[config.mk]
export PLATFORM = sky130hd
export DESIGN_NAME = sprite_renderer
export DESIGN_NICKNAME = d
export VERILOG_FILES = /design/src/rtl/sprite_renderer_pkg.sv /design/src/rtl/sprite_anim_ctrl.sv /design/src/rtl/sprite_renderer.sv
export SDC_FILE = /design/constraint.sdc
export NUM_CORES = 1
export LEC_CHECK = 0
export CAP_MARGIN = 10
export CORE_UTILIZATION = 45
export CTS_CLUSTER_DIAMETER = 150
export CTS_CLUSTER_SIZE = 40
export DETAILED_ROUTE_END_ITERATION = 8
export PLACE_DENSITY = 0.78
export SLEW_MARGIN = 30
export SYNTH_ARGS = -nofsm -noshare
export SYNTH_HDL_FRONTEND = slang
export SYNTH_SLANG_ARGS = --single-unit
[constraint.sdc]
create_clock -name clk -period 3.91 [get_ports clk]
set_input_delay 0.5865 -clock clk [delete_from_list [all_inputs] [get_ports clk]]
set_output_delay 0.5865 -clock clk [all_outputs]
set_load 0.03 [all_outputs]
[src/rtl/sprite_renderer_pkg.sv]
// Shared constants and types for the sprite renderer.
// Sprite ROM geometry: 32x32 pixels per frame, up to 4 frames, 12-bit
// address laid out as {frame_sel[1:0], row[4:0], col[4:0]}, 12-bit colour.
package sprite_renderer_pkg;

    localparam int SPRITE_DIM    = 32;
    localparam int SPRITE_IDX_W  = 5;
    localparam int ROM_ADDR_W    = 12;
    localparam int FRAME_SEL_W   = 2;
    localparam int COLOR_W       = 12;

    localparam logic [COLOR_W-1:0] DEFAULT_TRANSPARENT_KEY = 12'hF0F;

    typedef logic [SPRITE_IDX_W-1:0] sprite_idx_t;
    typedef logic [FRAME_SEL_W-1:0]  frame_sel_t;

    // Horizontal mirror of a sprite column index.
    function automatic sprite_idx_t mirror_idx(input sprite_idx_t idx, input logic flip);
        return flip ? (sprite_idx_t'(SPRITE_DIM - 1) - idx) : idx;
    endfunction

endpackage

[src/rtl/sprite_anim_ctrl.sv]
// Animation frame sequencer for the sprite renderer.
// Counts video frames (frame_tick) and advances frame_sel every
// FRAMES_PER_STEP frames, wrapping after NUM_FRAMES. Disabling anim_en
// snaps back to frame 0 on the next frame_tick.
// Ports:
//   clk        in   pixel clock
//   reset      in   asynchronous, active-high
//   frame_tick in   one-cycle pulse per video frame
//   anim_en    in   advance animation when high
//   frame_sel  out  current animation frame (ROM addr[11:10])
module sprite_anim_ctrl
    import sprite_renderer_pkg::*;
#(
    parameter int NUM_FRAMES      = 4,
    parameter int FRAMES_PER_STEP = 8
)(
    input  logic       clk,
    input  logic       reset,
    input  logic       frame_tick,
    input  logic       anim_en,
    output frame_sel_t frame_sel
);

    localparam int STEP_W = (FRAMES_PER_STEP > 1) ? $clog2(FRAMES_PER_STEP) : 1;
    localparam logic [STEP_W-1:0] STEP_LAST  = STEP_W'(FRAMES_PER_STEP - 1);
    localparam frame_sel_t        FRAME_LAST = FRAME_SEL_W'(NUM_FRAMES - 1);

    logic [STEP_W-1:0] r_step;
    frame_sel_t        r_frame_sel;

    always_ff @(posedge clk or posedge reset) begin
        if (reset) begin
            r_step      <= '0;
            r_frame_sel <= '0;
        end else if (frame_tick) begin
            if (!anim_en) begin
                r_step      <= '0;
                r_frame_sel <= '0;
            end else if (r_step == STEP_LAST) begin
                r_step <= '0;
                // With NUM_FRAMES=1 FRAME_LAST is 0, so this holds frame 0.
                r_frame_sel <= (r_frame_sel == FRAME_LAST) ? '0 : r_frame_sel + 1'b1;
            end else begin
                r_step <= r_step + 1'b1;
            end
        end
    end

    assign frame_sel = r_frame_sel;

endmodule

[src/rtl/sprite_renderer.sv]
// Sprite pixel-address generator and colour stage.
// Maps the VGA beam position onto a 32x32 (optionally integer-scaled)
// sprite, drives the sprite ROM address, and turns the returned ROM word
// into rgb_out/sprite_hit with colour-key transparency. Total latency from
// hc/vc to rgb_out/sprite_hit is 3 clocks.
// Ports:
//   clk, reset          pixel clock, asynchronous active-high reset
//   hc, vc, bright      beam position and visible-area flag
//   frame_tick          once-per-frame pulse; latches sprite_x/y/flip
//   sprite_x, sprite_y  sprite top-left in screen pixels
//   flip, anim_en       horizontal mirror, animation enable
//   rom_addr            sprite ROM address (ROM read is 1-cycle registered)
//   pixel_data          ROM read data
//   rgb_out, sprite_hit sprite colour (0 when no hit) and opaque-hit flag
module sprite_renderer
    import sprite_renderer_pkg::*;
#(
    parameter int                 COORD_W         = 10,
    parameter int                 SCALE_LOG2      = 0,
    parameter int                 NUM_FRAMES      = 4,
    parameter int                 FRAMES_PER_STEP = 8,
    parameter logic [COLOR_W-1:0] TRANSPARENT_KEY = DEFAULT_TRANSPARENT_KEY
)(
    input  logic                  clk,
    input  logic                  reset,
    input  logic [COORD_W-1:0]    hc,
    input  logic [COORD_W-1:0]    vc,
    input  logic                  bright,
    input  logic                  frame_tick,
    input  logic [COORD_W-1:0]    sprite_x,
    input  logic [COORD_W-1:0]    sprite_y,
    input  logic                  flip,
    input  logic                  anim_en,
    output logic [ROM_ADDR_W-1:0] rom_addr,
    input  logic [COLOR_W-1:0]    pixel_data,
    output logic [COLOR_W-1:0]    rgb_out,
    output logic                  sprite_hit
);

    localparam int BOX_PX = SPRITE_DIM << SCALE_LOG2;

    logic [COORD_W-1:0]    r_x_lat;
    logic [COORD_W-1:0]    r_y_lat;
    logic                  r_flip;
    logic                  r_armed;
    logic [ROM_ADDR_W-1:0] r_rom_addr;
    logic                  r_hit_d1;
    logic                  r_hit_d2;
    logic [COLOR_W-1:0]    r_rgb;
    logic                  r_sprite_hit;

    frame_sel_t            w_frame_sel;
    logic [COORD_W:0]      w_dx;
    logic [COORD_W:0]      w_dy;
    logic                  w_in_box;
    sprite_idx_t           w_col;
    sprite_idx_t           w_row;
    logic                  w_opaque;

    sprite_anim_ctrl #(
        .NUM_FRAMES      (NUM_FRAMES),
        .FRAMES_PER_STEP (FRAMES_PER_STEP)
    ) u_anim (
        .clk        (clk),
        .reset      (reset),
        .frame_tick (frame_tick),
        .anim_en    (anim_en),
        .frame_sel  (w_frame_sel)
    );

    // Position/flip only change at frame_tick so a sprite never tears mid-frame.
    always_ff @(posedge clk or posedge reset) begin
        if (reset) begin
            r_x_lat <= '0;
            r_y_lat <= '0;
            r_flip  <= 1'b0;
            r_armed <= 1'b0;
        end else if (frame_tick) begin
            r_x_lat <= sprite_x;
            r_y_lat <= sprite_y;
            r_flip  <= flip;
            r_armed <= 1'b1;
        end
    end

    // One extra bit so a beam left of / above the sprite goes negative.
    assign w_dx = {1'b0, hc} - {1'b0, r_x_lat};
    assign w_dy = {1'b0, vc} - {1'b0, r_y_lat};

    assign w_in_box = !w_dx[COORD_W] && !w_dy[COORD_W]
                   && (w_dx[COORD_W-1:0] < COORD_W'(BOX_PX))
                   && (w_dy[COORD_W-1:0] < COORD_W'(BOX_PX));

    assign w_col = mirror_idx(SPRITE_IDX_W'(w_dx[COORD_W-1:0] >> SCALE_LOG2), r_flip);
    assign w_row = SPRITE_IDX_W'(w_dy[COORD_W-1:0] >> SCALE_LOG2);

    // Stage 1: address compute.
    always_ff @(posedge clk or posedge reset) begin
        if (reset) begin
            r_rom_addr <= '0;
            r_hit_d1   <= 1'b0;
        end else begin
            if (w_in_box) begin
                r_rom_addr <= {w_frame_sel, w_row, w_col};
            end
            r_hit_d1 <= w_in_box & bright & r_armed;
        end
    end

    // Stage 2: aligns hit with the ROM's registered read.
    always_ff @(posedge clk or posedge reset) begin
        if (reset) begin
            r_hit_d2 <= 1'b0;
        end else begin
            r_hit_d2 <= r_hit_d1;
        end
    end

    assign w_opaque = r_hit_d2 && (pixel_data != TRANSPARENT_KEY);

    // Stage 3: colour key and output register.
    always_ff @(posedge clk or posedge reset) begin
        if (reset) begin
            r_sprite_hit <= 1'b0;
            r_rgb        <= '0;
        end else begin
            r_sprite_hit <= w_opaque;
            r_rgb        <= w_opaque ? pixel_data : '0;
        end
    end

    assign rom_addr   = r_rom_addr;
    assign rgb_out    = r_rgb;
    assign sprite_hit = r_sprite_hit;

endmodule

### Word level (Yosys, flattened, before mapping)

Cells that the tools add are included.

* output and inout port bits: 25
* register bits after elaboration: 54

* bitwise operators: 2
* reduce and logical (&&, ||, !) cells: 7
* equality and inequality tests: 4
* $add $sub $neg: 5
* muxes and demuxes: 7
* order comparisons: 2

Operator list (count)
* subtractor 10 x 10 -> 11 bit: 2
* less-than comparator 10 x 6 -> 1 bit, second input constant: 2
* two-way mux 12 bit: 1
* inequality test 12 bit, second input constant: 1
* two-way mux 2 bit: 3
* two-way mux 3 bit: 2
* two-way mux 5 bit: 1
* subtractor 5 bit, first input constant: 1
* logical AND 1 bit: 4
* adder 3 x 1 -> 3 bit, second input constant: 1
* equality test 3 bit, second input constant: 1
* adder 2 x 1 -> 2 bit, second input constant: 1
* AND 1 bit: 2
* equality test 2 bit, second input constant: 1
* zero test 1 bit: 2
* inequality test 2 x 1 -> 1 bit, second input constant: 1
* AND reduction 2 bit: 1

### Depth between registers and ports, before layout

Gate-level depths: netlist of run 1.

* depth in word-level cells: 7
* depth in mapped cells: 12
* gate-level depth less buffers: 11

### By module

From an unflattened synthesis of run 1, not the netlist that was laid out.

* cells, all modules: 293
* area, all modules: 3066.7 um^2

Modules (own cells, without submodules)
* sprite_renderer: area an instance 2788.9 um^2, cells an instance 269, times used 1
* sprite_anim_ctrl: area an instance 277.8 um^2, cells an instance 24, times used 1

### Worst setup path before layout of run 1

OpenSTA, ideal clock, no wires.

* kind: in2reg
* start: in vc[0]
* end: reg r_rom_addr[0] (netlist: rom_addr[0])
* arrival: 2.918 ns
* cell stages on the path: 12
* data required time: 3.785 ns
* setup slack: 0.867 ns
* path buffers: 1
* path through: inv_1 > ha_1 > fa_1 > nor2b_1 > o2111ai_1 > nand3_1 > o2111ai_1 > or3_1 > nor4_2 > nand3_2 > buf_6 > mux2_4

* cells in the longest elaborated chain, start to end: 5

Ends and longest elaborated chain
* start: declaration: RTL line sprite_renderer.sv:27 `input logic [COORD_W-1:0] vc,`
* subtractor 10 x 10 -> 11 bit (*): RTL line sprite_renderer.sv:88 `assign w_dy = {1'b0, vc} - {1'b0, r_y_lat};`
* parallel branches: the longest is 3 deep, another holds less-than comparator 10 x 6 -> 1 bit
* logical AND 1 bit (*): RTL line sprite_renderer.sv:92 `&& (w_dy[COORD_W-1:0] < COORD_W'(BOX_PX));`
* end signal: assignment: RTL line sprite_renderer.sv:104 `r_rom_addr <= {w_frame_sel, w_row, w_col};`
* end: declaration: RTL line sprite_renderer.sv:46 `logic [ROM_ADDR_W-1:0] r_rom_addr;`

Mark *: on every way between the ends.
A chain may end at the register's enable or synchronous reset.

### Worst setup path after layout of run 1

* start: in vc[0]
* end: reg r_rom_addr[2] (netlist: rom_addr[2])

The elaborated chain is that of the path after synthesis.

==> impl_metrics.csv, run 1 <==
group,metric,value,unit
routing,routed_via_density,5.25,
run_status,outcome,"complete, no violations",
pwr,power,0.00138,W
sta,fin_skew,0.00892,ns
finish,drive_gt1_frac,0.0865,
floorplan,fp.coreArea,0.00649,mm²
floorplan,die-area,0.00725,mm²
setup_path,cp-start-kind,"input pin",
finish,regArea,0.00135,mm²
clocking,htreeDepth,2,
clocking,cts_sinks,54,
placement,place_congestion,0.883,
routing,num_vias,2468,
synthesis,yosys_warnings,0,
floorplan,die_width,85.1,µm
global_route,grt_pass1_vias,2486,
global_route,grt_max_degree,55,
clocking,cts-root-buf,"clkbuf_8",
synthesis,synth_cells,308,
global_route,grt_usage,0.194,
clocking,cts_buffer_depth,2,
clocking,cts_resized,0,
global_route,grt_antenna_before_repair,0,
synthesis,syn_area_per_cell,10.1,µm²
clocking,numCtsBuffers,5,
floorplan,initial_core_util,0.479,
clocking,cts_hold_buf,0,
routing,drt_iter0_drc,132,
finish,multi_input_area,0.00160,mm²
setup_path,cp.arrival,3.71,ns
clocking,post_cts_buffers,0,
placement,io_buffers,82,
setup_path,critical_path.max_fanout,12,
routing,drt_pass1_iterations,4,
finish,antenna_cells,0,
finish,syn_to_final_growth,32.8,%
synthesis,async_flop_share,1.00,
flow_run,cap_violations,0,
synthesis,syn_area,0.00311,mm²
clocking,cts_tree,"done",
pwr,p_per_area,334,mW/mm²
routing,ant_nets,0,
sta,relSlewSlack,0.523,
synthesis,synth_seq_area_share,0.435,
setup_path,crit_required,4.12,ns
worst_hold_path,hold_class,"reg2reg",
clocking,path_clk_slew,0.10,ns
sta,tightest_slew,0.714,ns
sta,setup_viol,0,
sta,setup_tns,0,ns
routing,wl_per_cell,13.6,µm
sta,grt_setup_unrepaired,"no",
synthesis,synth_nets,391,
floorplan,rows,29,
clocking,worstSkewPairLatency,0.32,ns
placement,dp_hpwl,4.95,mm
synthesis,synth_ff_type,"dfrtp_1",
synthesis,ys_types,51,
synthesis,synth_edf_count,0,
floorplan,ios,83,
synthesis,synth_seq_cells,54,
sta,final_hold_viol_count,0,
sta,period_needed,3.50,ns
pwr,ir_worst_vdd,0.185,mV
sta,period_share,0.895,
setup_path,crit_type,"in2reg",
sta,slew_violations,0,
sta,max_freq,286,MHz
routing,drc,0,
finish,layout.nets,475,
pwr,cellLeakagePower,1.91,nW
setup_path,worstSetupEndpointType,"flip-flop",
finish,nFillCells,548,
global_route,grt_overflow,0,
floorplan,die_y,85.1,µm
global_route,grt_pass1_wl,11.2,mm
routing,wl,6.41,mm
## sequential cells by signal (all words and copies together), names as in the netlist, 2 cells and up
signal and flops:
rgb_out 12, r_x_lat 10, r_y_lat 10, u_anim.r_step 3, rom_addr 12, u_anim.frame_sel 2
## placed cells by master (no fill, tap or decap), drive strengths merged, types with 2 or more instances in the layout
cell type	n
nor3	6
o2111ai	2
fa	2
a21o	4
a31oi	2
and2b	4
and2	12
nor2	14
dfrtp	54
nor3b	2
nand2	26
nand4b	2
o21ai	28
clkdlybuf4s50	82
nand3	9
ha	23
a21oi	9
nor2b	3
inv	33
a211oi	3
o21a	5
clkbuf	5
o211ai	4
nand2b	5
xnor2	10
mux2i	3
xor2	3
o31a	3
o2111a	2
buf	2
mux2	14
## metal layers
layer  global-route usage  wire (µm)  vias to the layer above
met5                    0          0                        -
met4               0.0632         74                        0
met3               0.0418        319                        6
met2                0.325       2990                       68
met1                0.252       3020                     1161
li1                     -          -                     1233
## final timing paths
path	slack, ns	end	cells after the start	start
worst max-delay path	0.41	rom_addr[2]$_DFFE_PP0P_	12	vc[0]
worst min-delay path	0.37	r_hit_d2$_DFF_PP0_	0	r_hit_d1$_DFF_PP0_
worst max register to register	0.77	rom_addr[2]$_DFFE_PP0P_	10	r_y_lat[0]$_DFFE_PP0P_
worst min register to register	0.37	r_hit_d2$_DFF_PP0_	0	r_hit_d1$_DFF_PP0_
max in group asynchronous	2.76	r_y_lat[8]$_DFFE_PP0P_	2	reset
min in group asynchronous	0.70	u_anim.r_step[1]$_DFFE_PP0P_	2	reset
## kinds of logic (layout without fill, tap and decap cells)
family | Yosys count | after routing | synth area share
AOI/OAI and AO/OA | 69 | 69 | 0.147
xor gates and xnor gates | 13 | 13 | 0.0366
adders and majority gates | 25 | 25 | 0.105
buffers and inverters | 39 | 124 | 0.0495
DFF | 54 | 54 | 0.435
muxes | 17 | 17 | 0.0688
and+or+nand+nor | 91 | 91 | 0.158
## synth_stat cells (all sizes together) (4+ instances only)
| cell | instances | share of area |
|---|---|---|
| and2b | 4 | 0.011 |
| mux2 | 14 | 0.059 |
| o21a | 5 | 0.012 |
| nand2b | 5 | 0.010 |
| clkbuf | 5 | 0.0060 |
| nor3 | 6 | 0.0097 |
| nor2 | 14 | 0.017 |
| and2 | 12 | 0.024 |
| inv | 32 | 0.039 |
| o21ai | 28 | 0.045 |
| nand3 | 9 | 0.016 |
| xnor2 | 10 | 0.028 |
| a21oi | 9 | 0.016 |
| o211ai | 4 | 0.0097 |
| a21o | 4 | 0.0097 |
| dfrtp | 54 | 0.43 |
| nand2 | 26 | 0.031 |
| ha | 23 | 0.093 |
## power by group
group,switching (W),internal (W)
combinational,0.000190,0.000191
sequential,0.0000161,0.000587
clock,0.000199,0.000195
total,0.000405,0.000973
## final cells by class
type / instances / area share
clock buffer: 5 / 0.0167
clock inverter: 3 / 0.0118
inverter: 32 / 0.0297
multi-input combinational: 215 / 0.389
sequential: 54 / 0.327
tap: 77 / 0.0233
timing repair buffer: 84 / 0.202
## stage by stage
stage          instances  hold slack (ns)  setup slack (ns)  instance area [µm²]  utilization
2_1_floorplan        308            0.331             0.867                 3110            -
3_3_place_gp         462            0.334             0.150                 4010        0.617
3_5_place_dp         462            0.352            0.0397                 4010        0.617
4_1_cts              470            0.377             0.391                 4130        0.636
5_1_grt              470            0.398             0.276                 4130        0.636
6_report             470            0.375             0.410                 4130        0.636
## worst max-delay path, stage by stage
cell,delay [ns]
clkdlybuf4s50_1,0.45
inv_1,0.04
ha_1,0.21
fa_1,0.41
nor2b_1,0.21
o2111ai_1,0.19
nand3_1,0.14
o2111ai_1,0.09
or3_1,0.34
nor4_2,0.30
nand3_2,0.35
mux2_4,0.40
No activity file was read; power rests on OpenSTA's default activity.
==> inputs of run 2 (changes only) <==
Settings changed: ABC_CLOCK_PERIOD_IN_PS from default to 3910.
==> results of run 2 <==
Same layout as run 1: the final DEF is identical, and so are final timing and power.
